===== config.mk =====
export PLATFORM = sky130hd
export DESIGN_NAME = picobello_boot_seq
export DESIGN_NICKNAME = d
export VERILOG_FILES = /design/src/rtl/picobello_boot_seq.sv
export SDC_FILE = /design/constraint.sdc
export NUM_CORES = 1
export LEC_CHECK = 0
export CORE_ASPECT_RATIO = 0.8
export CORE_UTILIZATION = 40
export CTS_BUF_LIST = sky130_fd_sc_hd__clkbuf_4 sky130_fd_sc_hd__clkbuf_8
export DETAILED_ROUTE_END_ITERATION = 8
export HOLD_SLACK_MARGIN = 0.15
export PLACE_DENSITY = 0.82
export SYNTH_ARGS = -nofsm -noshare
export SYNTH_HDL_FRONTEND = slang
export SYNTH_SLANG_ARGS = --single-unit

===== constraint.sdc =====
create_clock -name clk_i -period 2.9 [get_ports clk_i]
set_clock_uncertainty 0.2 [all_clocks]
set_input_delay 0.58 -clock clk_i [delete_from_list [all_inputs] [get_ports clk_i]]
set_output_delay 0.58 -clock clk_i [all_outputs]
set_load 0.05 [all_outputs]

===== src/rtl/picobello_boot_seq.sv =====
// -----------------------------------------------------------------------------
// picobello_boot_seq
// Boot sequencer for the picobello host. After reset it samples the boot and
// preload mode straps, then either waits for an external preload (JTAG / serial
// link / UART) or drives the autonomous image-loader handshake with bounded
// retries. Once the image is in place it releases the core (fetch_en_o) and
// waits for an end-of-computation write to the scratch register, whose upper
// 31 bits become the exit code.
//
// Optional run-phase watchdog: define PICOBELLO_BOOT_SEQ_TIMEOUT_EN to compile
// it in. Without it RUN waits indefinitely and no counter exists.
//
// Parameters:
//   TimeoutCycles  run-phase watchdog limit in cycles (0 disables the watchdog)
//   LoadRetries    loader re-requests allowed after load_err_i before erroring
//
// Ports:
//   clk_i           clock
//   rst_ni          synchronous active-low reset
//   boot_mode_i     0 idle/preload, 1 SD card (unsupported), 2/3 autonomous
//   preload_mode_i  0 JTAG, 1 serial link, 2 UART, 3 reserved
//   preload_done_i  host pulse: preload finished
//   load_req_o      loader request, held until load_gnt_i
//   load_gnt_i      loader grant
//   load_done_i     loader finished successfully
//   load_err_i      loader failed (wins over load_done_i)
//   fetch_en_o      releases the host core from reset-fetch hold
//   eoc_valid_i     scratch-register write strobe
//   eoc_data_i      scratch-register write data (bit0 = end-of-computation)
//   done_o          sequence finished (also set on error)
//   err_o           sequence ended in error
//   exit_code_o     exit code of the program or error code
//   state_o         current FSM state encoding
// -----------------------------------------------------------------------------
module picobello_boot_seq #(
  parameter int unsigned TimeoutCycles = 32'd1048576,
  parameter int unsigned LoadRetries   = 2
) (
  input  logic        clk_i,
  input  logic        rst_ni,
  input  logic [1:0]  boot_mode_i,
  input  logic [1:0]  preload_mode_i,
  input  logic        preload_done_i,
  output logic        load_req_o,
  input  logic        load_gnt_i,
  input  logic        load_done_i,
  input  logic        load_err_i,
  output logic        fetch_en_o,
  input  logic        eoc_valid_i,
  input  logic [31:0] eoc_data_i,
  output logic        done_o,
  output logic        err_o,
  output logic [31:0] exit_code_o,
  output logic [2:0]  state_o
);

  localparam int unsigned RetryW = (LoadRetries > 0) ? $clog2(LoadRetries + 1) : 1;

  localparam logic [31:0] ExitSdUnsup   = 32'hE000_0001;
  localparam logic [31:0] ExitPreRsvd   = 32'hE000_0002;
  localparam logic [31:0] ExitLoadFail  = 32'hE000_0003;
  localparam logic [31:0] ExitTimeout   = 32'hE000_0004;

  typedef enum logic [2:0] {
    StIdle     = 3'd0,
    StSample   = 3'd1,
    StWaitPre  = 3'd2,
    StLoad     = 3'd3,
    StLoadWait = 3'd4,
    StRun      = 3'd5,
    StDone     = 3'd6,
    StError    = 3'd7
  } state_e;

  state_e              state_q;
  logic [1:0]          boot_mode_q;
  logic [1:0]          preload_mode_q;
  logic [RetryW-1:0]   retry_q;
  logic                load_req_q;
  logic                fetch_en_q;
  logic                done_q;
  logic                err_q;
  logic [31:0]         exit_code_q;
`ifdef PICOBELLO_BOOT_SEQ_TIMEOUT_EN
  logic [31:0]         wdg_q;
`endif

  // Only writes with bit0 set signal end of computation.
  logic eoc_hit_c;
  assign eoc_hit_c = eoc_valid_i & eoc_data_i[0];

  // Sequencer FSM; every output is a register updated alongside the state.
  always_ff @(posedge clk_i) begin
    if (!rst_ni) begin
      state_q        <= StIdle;
      boot_mode_q    <= 2'd0;
      preload_mode_q <= 2'd0;
      retry_q        <= '0;
      load_req_q     <= 1'b0;
      fetch_en_q     <= 1'b0;
      done_q         <= 1'b0;
      err_q          <= 1'b0;
      exit_code_q    <= 32'd0;
`ifdef PICOBELLO_BOOT_SEQ_TIMEOUT_EN
      wdg_q          <= 32'd0;
`endif
    end else begin
      case (state_q)
        StIdle: state_q <= StSample;

        // Straps are latched once here; decision uses the same-cycle values.
        StSample: begin
          boot_mode_q    <= boot_mode_i;
          preload_mode_q <= preload_mode_i;
          if (boot_mode_i == 2'd1) begin
            state_q     <= StError;
            err_q       <= 1'b1;
            done_q      <= 1'b1;
            exit_code_q <= ExitSdUnsup;
          end else if (boot_mode_i == 2'd0 && preload_mode_i == 2'd3) begin
            state_q     <= StError;
            err_q       <= 1'b1;
            done_q      <= 1'b1;
            exit_code_q <= ExitPreRsvd;
          end else if (boot_mode_i == 2'd0) begin
            state_q <= StWaitPre;
          end else begin
            state_q    <= StLoad;
            load_req_q <= 1'b1;
          end
        end

        // Latched straps re-qualify the preload path; reserved mode never gets here.
        StWaitPre: begin
          if (preload_done_i && boot_mode_q == 2'd0 && preload_mode_q != 2'd3) begin
            state_q    <= StRun;
            fetch_en_q <= 1'b1;
`ifdef PICOBELLO_BOOT_SEQ_TIMEOUT_EN
            wdg_q      <= 32'd0;
`endif
          end
        end

        StLoad: begin
          if (load_gnt_i) begin
            state_q    <= StLoadWait;
            load_req_q <= 1'b0;
          end
        end

        // Error takes priority over a simultaneous done.
        StLoadWait: begin
          if (load_err_i) begin
            if (32'(retry_q) < LoadRetries) begin
              retry_q    <= retry_q + RetryW'(1);
              state_q    <= StLoad;
              load_req_q <= 1'b1;
            end else begin
              state_q     <= StError;
              err_q       <= 1'b1;
              done_q      <= 1'b1;
              exit_code_q <= ExitLoadFail;
            end
          end else if (load_done_i) begin
            state_q    <= StRun;
            fetch_en_q <= 1'b1;
`ifdef PICOBELLO_BOOT_SEQ_TIMEOUT_EN
            wdg_q      <= 32'd0;
`endif
          end
        end

        // EOC wins over a watchdog expiry in the same cycle.
        StRun: begin
          if (eoc_hit_c) begin
            state_q     <= StDone;
            done_q      <= 1'b1;
            exit_code_q <= {1'b0, eoc_data_i[31:1]};
          end
`ifdef PICOBELLO_BOOT_SEQ_TIMEOUT_EN
          else if (TimeoutCycles != 32'd0 && (wdg_q + 32'd1) == TimeoutCycles) begin
            state_q     <= StError;
            err_q       <= 1'b1;
            done_q      <= 1'b1;
            exit_code_q <= ExitTimeout;
          end else begin
            wdg_q <= wdg_q + 32'd1;
          end
`endif
        end

        StDone, StError: state_q <= state_q;

        default: state_q <= StIdle;
      endcase
    end
  end

  assign load_req_o  = load_req_q;
  assign fetch_en_o  = fetch_en_q;
  assign done_o      = done_q;
  assign err_o       = err_q;
  assign exit_code_o = exit_code_q;
  assign state_o     = state_q;

endmodule


==> flow_summary.yaml, run 1 <==
placed_design:
  preCtsSetupSlack_ns: 0.342
  portBuffers: 81
  place.gp.congestion: 0.805
  dp.cells: 373
  hpwl_microns: 3610
run_status:
  status: "complete, no violations"
layout:
  finalNonFillerCells: 379
  layout-drive-gt1-share: 0.0694
  diodes: 0
  area_growth_pct: 45.6
  nNetsFinal: 364
critical_path:
  cpPeakStageDelay_ns: 0.90
  cp.arrival_ns: 1.85
  path_delay_family: "buffers and inverters"
  crit_path_cell_trace: "clkdlybuf4s50_1"
  cp_num_buf_inv: 1
  slowest_stage: "clkdlybuf4s50_1"
  crit_type: "reg -> out"
  path_max_fanout: 16
  worst_ep_required_time_ns: 2.12
  critPathCaptureType: "output port"
  startpoint_type: "flop"
pwr:
  powerDensity_mw_per_mm2: 694
  p_leak_nw: 1.26
  peakVddDrop_mv: 0.457
route:
  wl_microns: 5120
  wl_per_cell_microns: 13.5
  num_vias: 1921
  ant_nets: 0
  first_pass_iters: 5
  drc_errors: 0
  avgViaCountPerCell: 5.07
  drt_iter0_markers: 86
clocking:
  htreeDepth: 2
  ctsRootBufferMaster: "clkbuf_8"
  clk_pin_slew_ns: 0.08
  numCtsBuffers: 5
  cts_tree: "yes"
  cts_hold_buf: 0
  cts_sinks: 45
  cts_resized: 0
  clock_latency_ns: 0.30
  cts_setup_buffers: 0
  cts_buffer_depth: 2
grt:
  grt_max_degree: 45
  grt.total_usage: 0.191
  antenna_found_initial: 0
  grt_overflow: 0
  grt_pass1_vias: 1825
  grt_pass1_wl_microns: 8360
timing:
  worst_slack_ns: 0.266
  fmax_ghz: 0.380
  slew_headroom: 0.480
  setup_viol: 0
  fin_tns_setup_ns: 0
  rsz0062_at_grt: "false"
  tightest_slew_ns: 0.778
  period_needed_ns: 2.63
  report.final.slew_viol_count: 0
  finalHoldViolCount: 0
  fin_hold_ws_ns: 0.257
  min_period_over_period: 0.908
synth:
  syn_nets: 284
  synth-simple-area-share: 0.219
  synth_top_area_share: 0.428
  synthTopCellsByArea: "dfxtp_1, mux2i_1, nand2_1"
  syn_inst: 238
  post_synth.cell_area_avg_sq_um: 8.85
  synth_fa_ha_area_frac: 0.0178
  ys_types: 40
  synth_common_cells: "nand2_1, dfxtp_1, mux2i_1, nor2_1"
  synth_edf_count: 0
  syn_area_sq_mm: 0.00211
  synth_top_family_by_area: "simple AND/OR/NAND/NOR gates"
  async_reset_ff_frac: 0
  seq_area_frac_synth: 0.428
  synth_top_area_cell: "dfxtp_1"
  synth-compound-area-share: 0.106
  synth.area.mux_share: 0.178
  ys_ff_latch: 45
  yosys.area_share.xor_xnor: 0.00832
  yosysMostFrequentCell: "nand2_1"
  yosysWarningCount: 0
  synthFlopType: "dfxtp_1"
floorplanning:
  start_util: 0.418
  core_sq_mm: 0.00504
  die_w_microns: 83.1
  dieArea_sq_mm: 0.00556
  io_pins: 82
  rows: 23
  dieHeight_microns: 66.9
job:
  maxCapViolations: 0
worst_hold_path:
  hold_class: "reg -> reg"
power by group:
part	internal (mW)	switching, mW	total [mW]
clock network	0.159	0.206	0.365
logic	0.432	0.548	0.981
registers	0.696	0.0878	0.784
total	1.29	0.842	2.13
worst paths after layout:
check / slack (ns) / startpoint / cells past startpoint / to
setup / recovery: 0.27 / state_o[2]$_SDFFE_PN0P_ / 1 / state_o[2]
hold / removal: 0.26 / exit_code_o[31]$_SDFFE_PN0P_ / 2 / exit_code_o[31]$_SDFFE_PN0P_
setup reg to reg: 0.55 / state_o[1]$_SDFFE_PN0P_ / 4 / state_o[1]$_SDFFE_PN0P_
hold reg to reg: 0.26 / exit_code_o[31]$_SDFFE_PN0P_ / 2 / exit_code_o[31]$_SDFFE_PN0P_
layer usage:
metal  up-vias  track usage  wire length, microns
met5         -            0                     0
met4         0       0.0841                    73
met3         8       0.0496                   352
met2        88        0.315                  2350
met1       861        0.238                  2340
li1        964            -                     -
state kept, by name (all words and copies together) (netlist names):
name and cells:
boot_mode_q 2, done_o 1, err_o 1, exit_code_o 32, fetch_en_o 1, load_req_o 1, preload_mode_q 2, retry_q 2
state_o 3
stage by stage:
step	cell area [sq um]	power [mW]	utilization
after floorplan	2110	1.48	-
after global placement	2990	1.76	0.594
after detailed placement	2990	1.77	0.594
after CTS	3070	2.14	0.609
after global routing	3070	2.25	0.609
final	3070	2.13	0.609
cells by family (layout without fill, tap and decap cells):
kind of cell             Yosys count  in the layout
XOR/XNOR                           2              2
AO/OA/AOI/OAI                     32             32
AND/OR/NAND/NOR                  100            100
adder cells (fa/ha/maj)            3              3
multiplexers                      37             37
buffers and inverters             19             98
flip-flops                        45             45
cell type report:
class                           instances  area, sq um
Tap cell                               62         77.6
Sequential cell                        45          901
Clock inverter                          1         5.00
Timing Repair Buffer                   87          868
Inverter                                5         18.8
Multi-Input combinational cell        174         1130
Clock buffer                            5         68.8
Fill cell                             437         1970
placed cells by master, fill, tap and decap left out, types with 4 or more instances in the layout:
cell type | Yosys | routed
buf_4 | 4 | 5
clkbuf_8 | 0 | 5
nor2_1 | 9 | 9
nor2b_1 | 4 | 4
dfxtp_1 | 45 | 45
o21a_1 | 4 | 4
o21ai_0 | 4 | 4
mux2i_1 | 36 | 36
clkdlybuf4s50_1 | 0 | 81
a21oi_1 | 8 | 8
nand2_1 | 68 | 68
inv_1 | 4 | 4
Note: power is estimated with default switching activity, not from simulation.
==> run 2: changes to the inputs <==
--- a/config.mk
+++ b/config.mk
@@ -5,6 +5,7 @@
 export SDC_FILE = /design/constraint.sdc
 export NUM_CORES = 1
 export LEC_CHECK = 0
+export CAP_MARGIN = 15
 export CORE_ASPECT_RATIO = 0.8
 export CORE_UTILIZATION = 40
 export CTS_BUF_LIST = sky130_fd_sc_hd__clkbuf_4 sky130_fd_sc_hd__clkbuf_8
==> results of run 2 <==
Same layout as run 1: the final DEF is identical, and so are final timing and power.
==> run 3: changes to the inputs <==
--- a/config.mk
+++ b/config.mk
@@ -5,7 +5,6 @@
 export SDC_FILE = /design/constraint.sdc
 export NUM_CORES = 1
 export LEC_CHECK = 0
-export CAP_MARGIN = 15
 export CORE_ASPECT_RATIO = 0.8
 export CORE_UTILIZATION = 40
 export CTS_BUF_LIST = sky130_fd_sc_hd__clkbuf_4 sky130_fd_sc_hd__clkbuf_8
@@ -15,3 +14,4 @@
 export SYNTH_ARGS = -nofsm -noshare
 export SYNTH_HDL_FRONTEND = slang
 export SYNTH_SLANG_ARGS = --single-unit
+export TNS_END_PERCENT = 50
==> results of run 3 <==
Same layout as run 1: the final DEF is identical, and so are final timing and power.
